$ cat config.mk
export PLATFORM = sky130hd
export DESIGN_NAME = adc_dec_avg
export DESIGN_NICKNAME = d
export VERILOG_FILES = /design/src/rtl/adc_dec_avg.sv
export SDC_FILE = /design/constraint.sdc
export NUM_CORES = 1
export LEC_CHECK = 0
export CAP_MARGIN = 20
export CORE_MARGIN = 5
export CORE_UTILIZATION = 50
export DETAILED_ROUTE_END_ITERATION = 10
export DONT_BUFFER_PORTS = 1
export HOLD_SLACK_MARGIN = 0.06
export PLACE_DENSITY = 0.72
export SKIP_LAST_GASP = 1
export SLEW_MARGIN = 10
export SYNTH_ARGS = -nofsm -noshare
export SYNTH_HDL_FRONTEND = slang
export SYNTH_SLANG_ARGS = --single-unit
$ cat constraint.sdc
create_clock -name adc_clk_i -period 5.8 [get_ports adc_clk_i]
set_input_delay 0.87 -clock adc_clk_i [delete_from_list [all_inputs] [get_ports adc_clk_i]]
set_output_delay 0.87 -clock adc_clk_i [all_outputs]
set_load 0.05 [all_outputs]
$ cat src/rtl/adc_dec_avg.sv
// Decimating boxcar averager: reduces the ADC sample rate by 2^k, emitting the block mean or the last sample,
// on a valid/ready port with sticky drop detection and a produced-result counter.
module adc_dec_avg #(
    parameter int DW   = 14,
    parameter int KMAX = 16,
    parameter int CW   = 32
) (
    input  logic          adc_clk_i,
    input  logic          adc_rst_i,
    input  logic [DW-1:0] adc_dat_i,
    input  logic          cfg_en_i,
    input  logic [4:0]    cfg_dec_log_i,
    input  logic          cfg_avg_i,
    input  logic          cfg_clr_i,
    output logic [DW-1:0] m_dat_o,
    output logic          m_vld_o,
    input  logic          m_rdy_i,
    output logic          ovf_o,
    output logic [CW-1:0] res_cnt_o
);

    localparam int AW = DW + KMAX;
    localparam logic [KMAX:0] ONE = (KMAX+1)'(1);

    logic signed [AW-1:0] acc;
    logic signed [AW-1:0] sum;
    logic [KMAX-1:0]      cnt;
    logic [KMAX:0]        lim;
    logic [4:0]           k_act;
    logic [4:0]           k_cfg;
    logic [4:0]           k_eff;
    logic                 avg_act;
    logic                 avg_eff;
    logic                 last;
    logic                 prod;
    logic                 xfer;
    logic [DW-1:0]        res;

    // The first sample of a block already sees the freshly latched ratio/mode, so k=0 takes effect immediately.
    always_comb begin
        k_cfg   = (cfg_dec_log_i > 5'(KMAX)) ? 5'(KMAX) : cfg_dec_log_i;
        k_eff   = (cnt == '0) ? k_cfg : k_act;
        avg_eff = (cnt == '0) ? cfg_avg_i : avg_act;
        sum     = acc + {{KMAX{adc_dat_i[DW-1]}}, adc_dat_i};
        lim     = (ONE << k_eff) - ONE;
        last    = ({1'b0, cnt} == lim);
        res     = avg_eff ? DW'(sum >>> k_eff) : adc_dat_i;
        prod    = cfg_en_i && last;
        xfer    = m_vld_o && m_rdy_i;
    end

    always_ff @(posedge adc_clk_i) begin
        if (adc_rst_i) begin
            acc       <= '0;
            cnt       <= '0;
            k_act     <= '0;
            avg_act   <= 1'b0;
            m_dat_o   <= '0;
            m_vld_o   <= 1'b0;
            ovf_o     <= 1'b0;
            res_cnt_o <= '0;
        end else begin
            if (!cfg_en_i || last) begin
                acc <= '0;
                cnt <= '0;
            end else begin
                acc <= sum;
                cnt <= cnt + KMAX'(1);
            end

            if (cfg_en_i && cnt == '0) begin
                k_act   <= k_cfg;
                avg_act <= cfg_avg_i;
            end

            if (prod) begin
                if (!m_vld_o || m_rdy_i) begin
                    m_dat_o <= res;
                    m_vld_o <= 1'b1;
                end else begin
                    ovf_o <= 1'b1;
                end
                res_cnt_o <= res_cnt_o + CW'(1);
            end else if (xfer) begin
                m_vld_o <= 1'b0;
            end

            // Clear overrides a same-cycle drop or count increment.
            if (cfg_clr_i) begin
                ovf_o     <= 1'b0;
                res_cnt_o <= '0;
            end
        end
    end

endmodule

### After elaboration in Yosys (flattened, before gate mapping)

Cells that the tools add are included.
Widths: inputs -> output; s select.

| word-level totals | value |
|---|---|
| bits in registers | 100 |
| latch bits | 0 |
| bits in writable memories | 0 |
| memory bits (read-only) | 0 |
| bits of input ports | 25 |
| output and inout bits | 48 |
| word-level logic and storage cells | 39 |
| memories | 0 |

| cells by class | value |
|---|---|
| add/subtract/negate cells | 4 |
| multiply operators | 0 |
| div/mod/pow operators | 0 |
| $lt $le $gt $ge | 1 |
| equal/unequal tests | 2 |
| shifts and indexed selects | 2 |
| multiplexer cells | 7 |
| bitwise logic cells | 1 |
| reduce and logical (&&, ||, !) cells | 14 |

Operator list:

| kind | count |
|---|---|
| $add 32x1->32 const B | 1 |
| $add 30x30->30 | 1 |
| $sshr 30x5->14 | 1 |
| $eq 16x17->1 | 1 |
| $shl 1x5->17 const A | 1 |
| $sub 17x1->17 const B | 1 |
| $add 16x1->16 const B | 1 |
| $logic_not 16->1 | 1 |
| $mux 14 | 1 |
| $mux 5 | 2 |
| $reduce_and 2->1 | 3 |
| $gt 5x5->1 const B | 1 |
| $mux 1 | 4 |
| $reduce_or 2->1 | 2 |
| $logic_and 1x1->1 | 3 |
| $logic_not 1->1 | 2 |
| $logic_or 1x1->1 | 2 |
| $ne 2x1->1 const B | 1 |
| $reduce_bool 2->1 | 1 |
| $not 1->1 | 1 |

### Logic depth before layout (Yosys ltp)

Gate-level depths: netlist of run 1.

| depth | value |
|---|---|
| word-level depth | 9 |
| depth in mapped cells | 24 |
| gate-level depth less buffers | 18 |

### Worst setup path before layout of run 1

No wires, ideal clock.

| path | value |
|---|---|
| kind | reg-to-reg |
| start point | register cnt[0] |
| end point | register m_dat_o[9] |
| library setup time | 0.125 ns |
| arrival time | 5.061 ns |
| data required time | 5.675 ns |
| setup slack | 0.614 ns |
| cell stages (with the launch flop) | 23 |
| cells stage by stage | dfxtp_1 -> inv_1 -> ha_1 -> nor4b_4 -> and4_1 -> buf_4 -> buf_2 -> buf_1 -> mux2_2 -> nor2_1 -> nand2_1 -> ha_1 -> clkbuf_1 -> xnor2_1 -> nand2_1 -> a2111o_1 -> a211oi_2 -> nand4_1 -> or4_1 -> clkbuf_1 -> or3_1 -> o211ai_1 -> a31oi_1 |

| on the way | value |
|---|---|
| cells in the longest elaborated chain, start to end | 7 |

RTL lines:

| element | line | text |
|---|---|---|
| start, declared | 27 | `logic [KMAX-1:0] cnt;` |
| start signal, assigned | 68 | `cnt <= cnt + KMAX'(1);` |
| $logic_not 16->1 | 42, 43 |  |
| $mux 5 | 42 | `k_eff = (cnt == '0) ? k_cfg : k_act;` |
| $shl 1x5->17 | 45 | `lim = (ONE << k_eff) - ONE;` |
| $sub 17x1->17 | 45 |  |
| $eq 16x17->1 | 46 | `last = ({1'b0, cnt} == lim);` |
| $logic_and 1x1->1 | 48 | `prod = cfg_en_i && last;` |
| $reduce_and 2->1 (no source line) | - |  |
| end signal, assigned | 78 | `m_dat_o <= res;` |
| end, declared | 15 | `output logic [DW-1:0] m_dat_o,` |

Parallel ways exist; a longest one is shown, timed or not.
A chain may end at the register's enable or synchronous reset.

### Worst setup path after layout of run 1

Same ends and word-level chain as after synthesis.

==> summary.txt, run 1 <==
Vias in the first global route - 7885
Post-CTS Hold Fix Bufs - 0
I/O pin cnt - 73
CTS Sinks - 100
CP Launch Point - cnt[0]
Area delta synth->final - 5.785%
WL per Instance - 19.46 um
Slew HR - 30.41%
Critical path endpoint - m_dat_o[9]
# DRC - 0
Met3 Track Usage GR - 5.489%
R2r setup slk - 0.59 ns
M2 GR Usage - 40.84%
Final min period - 5.208 ns
Period utilization - 89.79%
Crit-path cells - inv_1, ha_1, nor4b_4, and4_1, mux2_2, nor2_1, buf_4, nand2_1, ha_1, xnor2_1, nand2_1, a2111o_1, a211oi_2, nand4_1, or4_1, or3_1, o211ai_1, a31oi_1
Ranking of synthesized cells by area - dfxtp_1, nor2_1, nand2_1
Overflow after GRT - 0
Hold depth - 2
Sequential fraction of the synthesis area - 23.86%
Yosys top cell by area - dfxtp_1
Clk root buf - clkbuf_16
Via count - 8520
Peak supply drop - 0.1557 mV
Die Height - 139.6 um
First-pass GRT wire length - 41990 um
Final Net Count - 1151
GR peak layer - met2
Die area - 0.01947 sq mm
Post-CTS repair timing setup buffer count - 0
Slowest Stage Delay on Critical Path - 0.70 ns
Number of synthesized register bits - 100
GP Congestion - 1.008
WL final - 25630 um
Pwr dens - 233.3 mW/mm^2
Setup CP Type - reg -> reg
Die W - 139.6 um
Starting Density - 50.78%
Drt via density - 6.469
Synth unique cells - 82
Slew @ Worst Pin - 1.015 ns
Core ar. - 0.01652 sq mm
ANT cells - 0
Startpoint Class - register
Share of layout cells above drive strength 1 - 7.384%
Num CTS Buffers - 9
RSZ-0062 raised after global routing - false
Cts repair resizes - 0
All-layer global routing usage - 25.88%
Met1 Track Usage GR - 35.34%
Share of the synthesized area in the top cell type - 23.86%
Drt pass-1 iters - 6
Syn Area/Cell - 7.473 sq um
Hold Crit Class - reg -> reg
Initial antenna violation count - 0
Synthesized area - 0.008392 sq mm
R2R Path End - m_dat_o[9]
Max Slew Vio Count - 0
Placed cell count - 1301
Clock Tree Buf Depth - 2
Final non-filler cell total - 1317
Final Hold Viols - 0
Htree depth - 3
Prevailing post-synth register cell - dfxtp_1
RR Startpoint - cnt[0]
Worst skew pair latency - 0.36 ns
Post-synth ARST share - 0%
Syn Inst Count - 1123
CTS tree - done
Clock Skews - 0.007988 ns
Layout fillers - 1604
Pin count of the biggest net entering global routing - 36
ANT nets after route - 0
DR iter-0 viols - 654
MaxCap Viol Count - 0
Peak Freq - 192.0 MHz
Std-Cell Rows - 47
Worst Reg-to-Reg Cells - 18
Pleak - 3.255 nW
Status - completed
Number of synthesized flops with an enable pin - 0
Final HPWL DP - 19480 um
Worst Setup End Kind - register
Synth Warn # - 0
CP max stage cell - or4_1
Critical Path RT - 6.04 ns
CP Data Arrival Time - 5.45 ns
Port Buffers - 0
Tot Pwr - 2.071 mW
Synthesized net count - 1182
Setup tns final - 0 ns
Setup violations, final - 0
Worst-path maximum fanout - 12
Register clock-pin slew on the reported worst setup and hold paths - 0.07 ns
worst min path at each step:
stage               to  startpoint  slack, ns
2_1_floorplan  avg_act     avg_act       0.45
3_3_place_gp   avg_act     avg_act       0.46
3_5_place_dp   avg_act     avg_act       0.47
4_1_cts        avg_act     avg_act       0.48
5_1_grt        avg_act     avg_act       0.51
6_report       avg_act     avg_act       0.48
sequential cells by signal, summed over array words and instances, names as in the netlist:
| name | count |
|---|---|
| acc | 30 |
| m_dat_o | 14 |
| cnt | 16 |
| ovf_o | 1 |
| m_vld_o | 1 |
| avg_act | 1 |
| k_act | 5 |
| res_cnt_o | 32 |
stage by stage:
| step | hold slack [ns] | setup WS (ns) | area (sq um) | utilization [%] |
|---|---|---|---|---|
| after global routing | 0.5074 | 0.2545 | 8877 | 53.72 |
| after detailed placement | 0.4733 | 0.6746 | 8576 | 51.90 |
| after global placement | 0.4633 | 0.7211 | 8576 | 51.90 |
| after CTS | 0.4794 | 0.6312 | 8877 | 53.72 |
| after floorplan | 0.4489 | 0.6137 | 8392 | - |
| final | 0.4811 | 0.5924 | 8877 | 53.72 |
cell usage after synthesis (all sizes together) (6+ instances only):
cell	instances
clkbuf	48
or3	26
nor4	12
and4	10
mux2i	30
xnor2	31
a22o	6
nor3	25
dfxtp	100
inv	17
a211oi	16
nor2	133
o22ai	9
xor2	37
mux2	18
o21ai	70
ha	33
o211ai	25
a31oi	13
nand4	31
o21a	9
nor2b	16
nand3	45
buf	15
a221oi	8
o2111ai	9
or2	13
a21o	11
and2	10
nand2b	13
and3	10
a21oi	80
nand2	113
logic make-up after synthesis:
family | count (synthesis) | share of synthesized area (%)
AND/OR/NAND/NOR | 474 | 28.34
AO/OA/AOI/OAI | 317 | 25.05
flip-flops | 100 | 23.86
buffers and inverters | 80 | 3.877
XOR/XNOR | 68 | 7.097
multiplexers | 50 | 6.620
adder cells (fa/ha/maj) | 34 | 5.159
worst max-delay path, delay by kind of cell (launching register included):
kind | cells | cell delay, ns
AO/OA/AOI/OAI | 4 | 0.83
buffers and inverters | 2 | 0.25
multiplexers | 1 | 0.41
flip-flops | 1 | 0.37
adder cells (fa/ha/maj) | 2 | 0.45
XOR/XNOR | 1 | 0.34
AND/OR/NAND/NOR | 8 | 2.45
power by group:
part / total (mW) / internal (mW) / leakage, nW / switching, mW
Clock: 0.615 / 0.315 / 0.149 / 0.300
Combinational: 0.739 / 0.266 / 2.30 / 0.473
Sequential: 0.717 / 0.705 / 0.811 / 0.0118
Total: 2.07 / 1.29 / 3.25 / 0.784
layout make-up:
| cell class | instances | area [sq um] | share of cell area (%) |
|---|---|---|---|
| Clock buffer | 10 | 239.0 | 2.692 |
| Inverter | 17 | 63.81 | 0.7188 |
| Clock inverter | 6 | 62.56 | 0.7047 |
| Timing Repair Buffer | 21 | 157.7 | 1.776 |
| Tap cell | 220 | 275.3 | 3.101 |
| Sequential cell | 100 | 2002 | 22.55 |
| Multi-Input combinational cell | 943 | 6077 | 68.46 |
metal layers:
| layer | vias to the layer above | share of wire, % |
|---|---|---|
| li1 | 4131 | - |
| met1 | 3964 | 44 |
| met2 | 366 | 45 |
| met3 | 59 | 8.8 |
| met4 | 0 | 2.6 |
| met5 | - | 0 |
cell usage in the layout (no fill, tap or decap), drive strengths merged, types with 16 or more instances in the layout:
master	count
nand3	45
mux2i	30
nand2	113
buf	21
xnor2	31
o211ai	25
nand4	31
dfxtp	100
inv	21
o21ai	70
nor3	25
mux2	18
xor2	37
a21oi	80
ha	33
a211oi	16
or3	26
nor2	133
nor2b	16
(Power assumes the default switching activity.)
==> inputs of run 2 (changes only) <==
CORE_MARGIN = default   (was 5)
PLACE_DENSITY = 0.75   (was 0.72)
clock period = 4.5 ns   (was 5.8 ns; I/O delays follow)
==> run 2 against run 1 <==
Sequential cell count did not move. Final cell count is 2.9% higher. Sequential share of layout area is 0.99 points lower. Via count grew 4.4%. Utilization up 3.9 points. Cell area rose by 4.6%. Fmax increased by 22%.
==> summary.txt, run 2 (synthesized netlist as in run 1, its figures left out) <==
Via count - 8897 (+4.4%)
Max Slew Vio Count - 0 (unchanged)
Post-CTS Hold Fix Bufs - 0 (unchanged)
Slew HR - 28.71% (-1.7 points)
Leading cell types in the layout, fill and taps excluded - nor2_1, nand2_1, dfxtp_1, a21oi_1, buf_4
Clock Skews - 0.01474 ns (+0.006752 ns)
Std-Cell Rows - 46 (-2.1%)
WL per Instance - 19.23 um (-1.2%)
All-layer global routing usage - 29.66% (+3.8 points)
Pin count of the biggest net entering global routing - 34 (-5.6%)
Pre-CTS setup slack - 0.1158 ns (-0.5589 ns)
Worst skew pair latency - 0.37 ns (about the same)
Slew @ Worst Pin - 1.062 ns (+0.04734 ns)
Pwr dens - 296.3 mW/mm^2 (+27%)
R2r setup slk - 0.23 ns (-0.36 ns)
GP Congestion - 1.006 (-0.18%)
Core ar. - 0.01612 sq mm (-2.5%)
Drt via density - 6.566 (+1.5%)
Overflow after GRT - 0 (unchanged)
MaxCap Viol Count - 0 (unchanged)
Final Hold Viols - 0 (unchanged)
First-pass GRT wire length - 41830 um (-0.36%)
Largest register FFs - 32 (unchanged)
Status - completed
CTS Sinks - 100 (unchanged)
Drt pass-1 iters - 6 (unchanged)
Clock Tree Buf Depth - 2 (unchanged)
Peak supply drop - 0.1943 mV (+25%)
WL final - 26050 um (+1.6%)
Placed cell count - 1334 (+2.5%)
Port Buffers - 0 (unchanged)
Critical Path RT - 4.79 ns (-1.25 ns)
Worst Setup End Kind - register
R2R Path End - res_cnt_o[8]
ANT cells - 0 (unchanged)
Starting Density - 52.07% (+1.3 points)
Hold Crit Start - adc_rst_i
Hold Crit Class - in -> reg
ANT nets after route - 0 (unchanged)
Largest reg by FF count - res_cnt_o
CP Data Arrival Time - 4.56 ns (-0.89 ns)
CTS tree - done
Initial antenna violation count - 0 (unchanged)
Final min period - 4.272 ns (-0.9353 ns)
Register clock-pin slew on the reported worst setup and hold paths - 0.09 ns (+0.02 ns)
Share of layout cells above drive strength 1 - 11.59% (+4.2 points)
Setup CP Type - reg -> reg
Hold depth - 1 (-1)
I/O pin cnt - 73 (unchanged)
Area delta synth->final - 10.69%
Period utilization - 94.94% (+5.2 points)
# DRC - 0 (unchanged)
Vias in the first global route - 8048 (+2.1%)
Final Net Count - 1193 (+3.6%)
Met3 Track Usage GR - 5.633% (+0.14 points)
Worst-path maximum fanout - 8 (-4)
Pleak - 3.499 nW (+7.5%)
DR iter-0 viols - 903 (+38%)
Die Height - 131.6 um (-5.7%)
Commonest non-fill, non-tap cell in the layout - nor2_1
Clk root buf - clkbuf_16
Startpoint Class - register
Final HPWL DP - 19610 um (+0.66%)
Post-route setup slack - 0.2276 ns (-0.3647 ns)
RR Startpoint - cnt[14]
Endpoint, Worst Hold - k_act[0]
Num CTS Buffers - 9 (unchanged)
Worst Reg-to-Reg Cells - 17 (-1)
M2 GR Usage - 46.85% (+6.0 points)
Final non-filler cell total - 1355 (+2.9%)
GR peak layer - met2
Peak Freq - 234.1 MHz (+22%)
Setup violations, final - 0 (unchanged)
Htree depth - 3 (unchanged)
Met1 Track Usage GR - 40.13% (+4.8 points)
Die W - 131.6 um (-5.7%)
Die area - 0.01731 sq mm (-11%)
Top Registers - res_cnt_o: 32 flops, acc: 30 flops, cnt: 16 flops
==> run 2: area by class of cell <==
| type | count | area (sq um) |
|---|---|---|
| Tap cell | 216 | 270.3 |
| Sequential cell | 100 | 2003 |
| Fill cell | 1502 | 6827 |
| Inverter | 17 | 63.81 |
| Clock inverter | 7 | 86.33 |
| Timing Repair Buffer | 63 | 476.7 |
| Multi-Input combinational cell | 943 | 6163 |
| Clock buffer | 9 | 225.2 |
==> run 2: worst max-delay path by stage <==
| stage | cells after the start | startpoint | slack (ns) | end |
|---|---|---|---|---|
| 2_1_floorplan | 22 | cnt[0] | -0.03 | res_cnt_o[12] |
| 3_3_place_gp | 18 | cnt[0] | 0.20 | m_dat_o[9] |
| 3_5_place_dp | 18 | cnt[0] | 0.12 | m_dat_o[9] |
| 4_1_cts | 16 | cnt[14] | 0.10 | m_dat_o[9] |
| 5_1_grt | 19 | cnt[0] | -0.04 | res_cnt_o[16] |
| 6_report | 17 | cnt[14] | 0.23 | res_cnt_o[8] |
==> run 2: repair_timing <==
action | 4_1_cts | 5_1_grt
hold endpoints to repair | 0 | 0
resized for setup | 0 | 7
endpoints found under the setup margin | 0 | 25
setup buffers | 0 | 3
==> run 2: where the power goes <==
group          leakage (nW)  internal [mW]  switching (mW)  total (mW)
combinational          2.54          0.383           0.631        1.01
clock                 0.151          0.402           0.419       0.821
sequential            0.811          0.909         0.00906       0.918
total                  3.50           1.69            1.06        2.75
==> run 2: per-layer routing <==
metal	wire length, um	vias up	share of wire (%)
met2	11620	430	45
li1	-	4200	-
met4	650	0	2.5
met5	0	-	0
met1	11540	4212	44
met3	2241	55	8.6
==> run 2: worst max-delay path, cell delays in order (launching register included) <==
cell,delay (ns)
dfxtp_1,0.33
nor4_2,0.39
and4_4,0.31
mux2_4,0.32
nor2_4,0.11
nand2_1,0.09
ha_4,0.22
o21ai_0,0.10
mux2i_2,0.12
buf_4,0.17
or3_1,0.35
a221oi_2,0.31
a221oi_4,0.10
nor4b_4,0.31
nand4_1,0.21
buf_2,0.25
or3_1,0.34
a21oi_1,0.14
==> run 2: per-stage QoR <==
stage / utilization (%) / setup TNS (ns) / total power [mW] / instance area, sq um / hold WS [ns]
floorplan: - / -0.2774 / 1.656 / 8492 / 0.4489
global placement: 55.26 / 0 / 1.905 / 8905 / 0.4562
detailed placement: 55.26 / 0 / 1.908 / 8905 / 0.4655
CTS: 57.19 / 0 / 2.720 / 9216 / 0.3615
global route: 57.64 / -0.1299 / 2.871 / 9289 / 0.3590
finish: 57.64 / 0 / 2.752 / 9289 / 0.3594
